## src/rtl/look_ahead_pkg.sv

```systemverilog
// Shared constants and the flattened 4-bit carry-lookahead equations.
package look_ahead_pkg;

  localparam int unsigned GRP_W = 4;

  // Intra-group carries c1..c3 as flat sum-of-products, no ripple.
  function automatic logic [3:1] cla4_carries(input logic [3:0] g,
                                              input logic [3:0] p,
                                              input logic       c0);
    logic [3:1] c;
    c[1] = g[0] | (p[0] & c0);
    c[2] = g[1] | (p[1] & g[0]) | (p[1] & p[0] & c0);
    c[3] = g[2] | (p[2] & g[1]) | (p[2] & p[1] & g[0]) | (p[2] & p[1] & p[0] & c0);
    return c;
  endfunction

endpackage

```

## src/rtl/look_ahead_cla_block_4.sv

```systemverilog
// 4-bit lookahead cell: sum plus group propagate/generate for the next level.
module cla_block_4
  import look_ahead_pkg::*;
(
  input  logic [3:0] a,
  input  logic [3:0] b,
  input  logic       cin,
  output logic [3:0] s,
  output logic       pg,
  output logic       gg
);

  logic [3:0] p;
  logic [3:0] g;
  logic [3:1] c;

  // Bit propagate/generate and flattened intra-group carries.
  assign p = a ^ b;
  assign g = a & b;
  assign c = cla4_carries(g, p, cin);

  // Sum bits and group terms exported to the second lookahead level.
  assign s  = p ^ {c[3:1], cin};
  assign pg = &p;
  assign gg = g[3] | (p[3] & g[2]) | (p[3] & p[2] & g[1]) | (p[3] & p[2] & p[1] & g[0]);

endmodule

```

## src/rtl/look_ahead.sv

```systemverilog
// Two-level carry-lookahead adder with combinational and registered results.
module look_ahead
  import look_ahead_pkg::*;
#(
  parameter int unsigned WIDTH = 4
) (
  input  logic             clk,
  input  logic             rst,
  input  logic [WIDTH-1:0] A,
  input  logic [WIDTH-1:0] B,
  input  logic             Cin,
  output logic [WIDTH-1:0] S,
  output logic             Cout,
  output logic             P_grp,
  output logic             G_grp,
  output logic [WIDTH-1:0] S_q,
  output logic             Cout_q
);

  localparam int unsigned NGRP = WIDTH / GRP_W;

  if (WIDTH % GRP_W != 0) begin : g_width_check
    $error("look_ahead: WIDTH must be a multiple of 4");
  end

  logic [NGRP-1:0] pg;
  logic [NGRP-1:0] gg;
  logic [NGRP:0]   gc;
  logic            c_acc;
  logic            c_prod;
  logic            g_acc;
  logic            g_prod;

  // One lookahead cell per 4-bit slice; carry-in from the second level.
  for (genvar i = 0; i < NGRP; i++) begin : g_grp
    cla_block_4 u_blk (
      .a  (A[GRP_W*i +: GRP_W]),
      .b  (B[GRP_W*i +: GRP_W]),
      .cin(gc[i]),
      .s  (S[GRP_W*i +: GRP_W]),
      .pg (pg[i]),
      .gg (gg[i])
    );
  end

  // Second level: each group carry-in as a flat OR of generate/propagate products.
  always_comb begin
    gc     = '0;
    c_acc  = 1'b0;
    c_prod = 1'b0;
    for (int k = 0; k <= int'(NGRP); k++) begin
      c_acc = 1'b0;
      for (int j = 0; j < k; j++) begin
        c_prod = gg[j];
        for (int m = j + 1; m < k; m++) c_prod = c_prod & pg[m];
        c_acc = c_acc | c_prod;
      end
      c_prod = Cin;
      for (int m = 0; m < k; m++) c_prod = c_prod & pg[m];
      gc[k] = c_acc | c_prod;
    end
  end

  // Top-level group generate, independent of Cin.
  always_comb begin
    g_acc  = 1'b0;
    g_prod = 1'b0;
    for (int j = 0; j < int'(NGRP); j++) begin
      g_prod = gg[j];
      for (int m = j + 1; m < int'(NGRP); m++) g_prod = g_prod & pg[m];
      g_acc = g_acc | g_prod;
    end
  end

  assign Cout  = gc[NGRP];
  assign P_grp = &pg;
  assign G_grp = g_acc;

  // Registered copy of the result; reset has priority over data.
  always_ff @(posedge clk) begin
    if (rst) begin
      S_q    <= '0;
      Cout_q <= 1'b0;
    end else begin
      S_q    <= S;
      Cout_q <= Cout;
    end
  end

endmodule

```

## config.mk

```make
export PLATFORM = sky130hd
export DESIGN_NAME = look_ahead
export DESIGN_NICKNAME = d
export VERILOG_FILES = /design/src/rtl/look_ahead_pkg.sv /design/src/rtl/look_ahead_cla_block_4.sv /design/src/rtl/look_ahead.sv
export SDC_FILE = /design/constraint.sdc
export NUM_CORES = 1
export LEC_CHECK = 0
export CELL_PAD_IN_SITES_DETAIL_PLACEMENT = 0
export CELL_PAD_IN_SITES_GLOBAL_PLACEMENT = 1
export CORE_UTILIZATION = 26
export CTS_BUF_LIST = sky130_fd_sc_hd__clkbuf_8
export CTS_CLUSTER_DIAMETER = 30
export DETAILED_ROUTE_END_ITERATION = 12
export PLACE_DENSITY_LB_ADDON = 0.3
export SLEW_MARGIN = 10
export SYNTH_ARGS = -nofsm -noshare
export SYNTH_HDL_FRONTEND = slang
export SYNTH_SLANG_ARGS = --single-unit
```

## constraint.sdc

```tcl
create_clock -name clk -period 6.1 [get_ports clk]
set_input_delay 1.83 -clock clk [delete_from_list [all_inputs] [get_ports clk]]
set_output_delay 1.83 -clock clk [all_outputs]
set_load 0.02 [all_outputs]
```

[Word level (Yosys, flattened, before mapping)]
Cells that the tools add are included.
Cells by class
  reductions and logical operators: 1
  bitwise logic cells: 28
Operators with widths (count)
  $and A1 B1 Y1: 15
  $or A1 B1 Y1: 10
  $xor A4 B4 Y4: 2
  $and A4 B4 Y4: 1
  $reduce_and A4 Y1: 1
Storage, ports and cells
  output and inout port bits: 12
  input bits: 11
  register bits after elaboration: 5
  word-level logic and storage cells: 31

[Depth between registers and ports, before layout]
Gate-level depths: netlist (run 1).
  depth after elaboration: 6
  gate-level depth with buffers: 4

[Modules after synthesis]
Synthesis (run 1) repeated with hierarchy kept, for this count alone.
Second synthesis, totals
  cell total of the unflattened synthesis: 33
  area total of the unflattened synthesis: 329.1 um^2
Modules (own cells, without submodules)
  cla_block_4: cells each 22, area an instance 182.7 um^2, sequential area each 0.0 um^2, instances 1
  look_ahead: cells each 11, area an instance 146.4 um^2, sequential area each 100.1 um^2, instances 1

[Least setup slack after synthesis (run 1)]
OpenSTA, ideal clock, no wires.
  kind: input-to-output
  start point: input A[2]
  end point: output S[3]
  slack: 1.419 ns
  cell stages on the path: 4
  arrival time: 2.851 ns
  path buffers: 0
  data required time: 4.270 ns
  cells stage by stage: ha_1 inv_1 o21a_2 xnor2_1
Between the ends
  longest elaborated chain between the ends: 6
  elaborated cells between the ends (all ways): 11
Ends and longest elaborated chain
  start, declared: line look_ahead.sv:9  | input logic [WIDTH-1:0] A,
  $xor A4 B4 Y4: line look_ahead_cla_block_4.sv:18  | assign p = a ^ b;
  $and A1 B1 Y1: line look_ahead_pkg.sv:13  | c[3] = g[2] | (p[2] & g[1]) | (p[2] & p[1] & g[0]) | (p[2] & p[1] & p[0] & c0);
  $or A1 B1 Y1 / $and A1 B1 Y1 (equally long branches) (2 in a row): line look_ahead_pkg.sv:13
  $or A1 B1 Y1 *: line look_ahead_pkg.sv:13
  $xor A4 B4 Y4 *: line look_ahead_cla_block_4.sv:23  | assign s = p ^ {c[3:1], cin};
  end, declared: line look_ahead.sv:12  | output logic [WIDTH-1:0] S,
Every way passes the cells marked *; elsewhere a longest branch is shown, timed or not.

[Worst setup path after layout (run 1)]
Same ends and word-level chain as after synthesis.

==> impl_metrics.ini, run 1 <==
[run_status]
status = complete, no violations

[sta]
relSlewSlack_pct = 82.81
hold_violations = 0
timing.hold.ws_ps = 2305
worstMarginPinSlew_ps = 257.0
slew_viol_final = 0
rsz0062_at_grt = no
setup_violations = 0
fin_setup_tns_ps = 0
fin_crit_ps = 5618
post-route-period-util_pct = 92.10
fmax_ghz = 0.1780

[cts]
cts_tree = yes
cts.hold.buffers_added = 0
path_clk_slew_ps = 40
numCtsBuffers = 3
root_buffer = clkbuf_8
post_cts_resized = 0
cts_sinks = 5
clock_path_buffers = 2
htreeDepth = 1
post_cts.repair.setup_buffers = 0

[grt]
grt_max_degree = 8
grt-ovfl-total = 0
antenna_found_initial = 0
grt_pass1_vias = 318
grt_pass1_wl_mm = 1.235
grt_usage_pct = 12.04

[logic_synthesis]
synth_mux_area_share_pct = 7.447
yosys.area_share.xor_xnor_pct = 7.447
synth-simple-area-share_pct = 14.18
synth.avg_cell_area_um2 = 8.821
synth_top_area_share_pct = 28.37
synth_top_family_by_area = adder cells
syn-num-nets = 56
ys_types = 18
synth_fa_ha_area_share_pct = 19.86
ys_ff_latch = 5
synth_cells = 40
ys_top_cells_by_area = dfxtp_1 28%, ha_1 14%, xnor2_1 7.4%
yosys.area.top_type = dfxtp_1
synth_compound_area_share_pct = 16.31
synth_area_um2 = 352.8
seq_area_frac_synth_pct = 28.37
ys_warn_count = 0

[worst_setup_path]
cp_top_family = buffers and inverters
critPathLaunchType = primary input
crit_type = primary input to output pin
critPathMaxFanout = 6
worst_ep_arrival_time_ps = 3790
required_ps = 4270
path_buf_inv = 2
cp_common_cell = clkdlybuf4s50_1
critPathMaxStageDelay_ps = 620
cp_cell_sequence = clkdlybuf4s50_1 > ha_1 > a41oi_1 > o21a_2 > xnor2_1 > clkdlybuf4s50_1
critPathCaptureType = output pin
crit_slowest_cell = clkdlybuf4s50_1

[die]
coreArea_um2 = 1186
fp.dieH_um = 38.84
initial_core_util_pct = 29.75
row_count = 12
dieArea_um2 = 1509
num_io_pins = 23
die_w_um = 38.84

[drt]
drc = 0
final_antenna_net_count = 0
avgViaCountPerCell = 4.388
avgRoutedWirePerCell_um = 9.613
drtPass1Iterations = 4
drt_iter0_drc = 3
vias = 351
drt_wl_total_um = 769

[placed_design]
dp_hpwl_um = 625
place_congestion = 0.7387
dp_cells = 76
numPortBuffers = 22

[cells_and_area]
nNetsFinal = 83
syn_to_final_growth_pct = 80.14
layout-drive-gt1-share_pct = 10.61
insertedDiodeCount = 0
instances_no_fill = 80
final_core_util_pct = 53.59

[power]
finalPower_mw = 0.1637
cellPowerDensity_nw_per_um2 = 257.5
peakVddDrop_mv = 0.1397
cellLeakagePower_nw = 0.2831

[job]
cap_violations = 0

[hold_path]
hold_path_class = primary input to flip-flop
==> cells in the mapped netlist <==
| cell type | instances |
|---|---|
| mux2_4 | 1 |
| o21a_2 | 1 |
| ha_1 | 4 |
| a41oi_1 | 1 |
| dfxtp_1 | 5 |
| fa_1 | 1 |
| a21oi_1 | 2 |
| xnor2_1 | 3 |
| a21oi_2 | 1 |
| inv_1 | 6 |
| a21o_1 | 1 |
| nor2b_1 | 3 |
| o221ai_1 | 1 |
| nand3_1 | 1 |
| nor2_1 | 5 |
| nand2_1 | 2 |
| o21ai_0 | 1 |
| mux2_2 | 1 |
==> state kept, by name, indices dropped and copies added, names as in the netlist <==
name	flops
S_q	4
Cout_q	1
==> power by group <==
| group | internal (mW) | leakage [nW] | total (mW) | switching [mW] |
|---|---|---|---|---|
| clock network | 0.0431 | 0.0269 | 0.0584 | 0.0153 |
| registers | 0.0366 | 0.0416 | 0.0375 | 0.000863 |
| logic | 0.0357 | 0.215 | 0.0678 | 0.0320 |
==> per-stage QoR <==
step	setup WS [ps]	area, µm²
CTS	472.4	635.6
floorplan	1419	352.8
finish	482.0	635.6
global placement	444.8	590.6
detailed placement	469.6	590.6
global route	376.7	635.6
==> path summary, 6_finish.rpt <==
| kind | startpoint | to | cells past startpoint |
|---|---|---|---|
| setup / recovery | A[2] | S[3] | 6 |
| hold / removal | rst | S_q[0] | 2 |
==> routing by layer <==
layer,part of all wire (%),global-route usage [%],vias to the layer above
met5,0,0,-
met4,0,0,0
met3,6.2,6.936,0
met2,48,20.00,15
met1,46,14.14,152
li1,-,-,184
==> cell usage in the layout (no fill, tap or decap) <==
| cell type | instances |
|---|---|
| o21ai_0 | 1 |
| dfxtp_1 | 5 |
| clkdlybuf4s50_1 | 22 |
| ha_1 | 4 |
| inv_1 | 7 |
| nor2_1 | 5 |
| a21oi_2 | 1 |
| xnor2_1 | 3 |
| a21oi_1 | 2 |
| o21a_2 | 1 |
| fa_1 | 1 |
| nor2b_1 | 3 |
| clkbuf_8 | 3 |
| a21o_1 | 1 |
| mux2_2 | 1 |
| a41oi_1 | 1 |
| mux2_4 | 1 |
| nand3_1 | 1 |
| nand2_1 | 2 |
| o221ai_1 | 1 |
==> area by class of cell <==
class	instances	area, µm²
inverter	6	22.52
timing repair buffer	22	220.2
sequential	5	100.1
tap	14	17.52
multi-input combinational	29	230.2
clock buffer	3	41.29
clock inverter	1	3.754
fill	134	550.5
==> cell families (layout without fill, tap and decap cells) <==
kind of cell,after synthesis,count (layout)
buffers and inverters,6,32
AOI/OAI and AO/OA,8,8
xor gates and xnor gates,3,3
muxes,2,2
DFF,5,5
adders and majority gates,5,5
and+or+nand+nor,11,11
Power figures use the tool's default switching activity.
==> run 2: changes to the inputs <==
--- a/config.mk
+++ b/config.mk
@@ -11,6 +11,7 @@
 export CTS_BUF_LIST = sky130_fd_sc_hd__clkbuf_8
 export CTS_CLUSTER_DIAMETER = 30
 export DETAILED_ROUTE_END_ITERATION = 12
+export GPL_ROUTABILITY_DRIVEN = 0
 export PLACE_DENSITY_LB_ADDON = 0.3
 export SLEW_MARGIN = 10
 export SYNTH_ARGS = -nofsm -noshare
==> results of run 2 <==
Same layout as run 1: the final DEF is identical, and so are final timing and power.
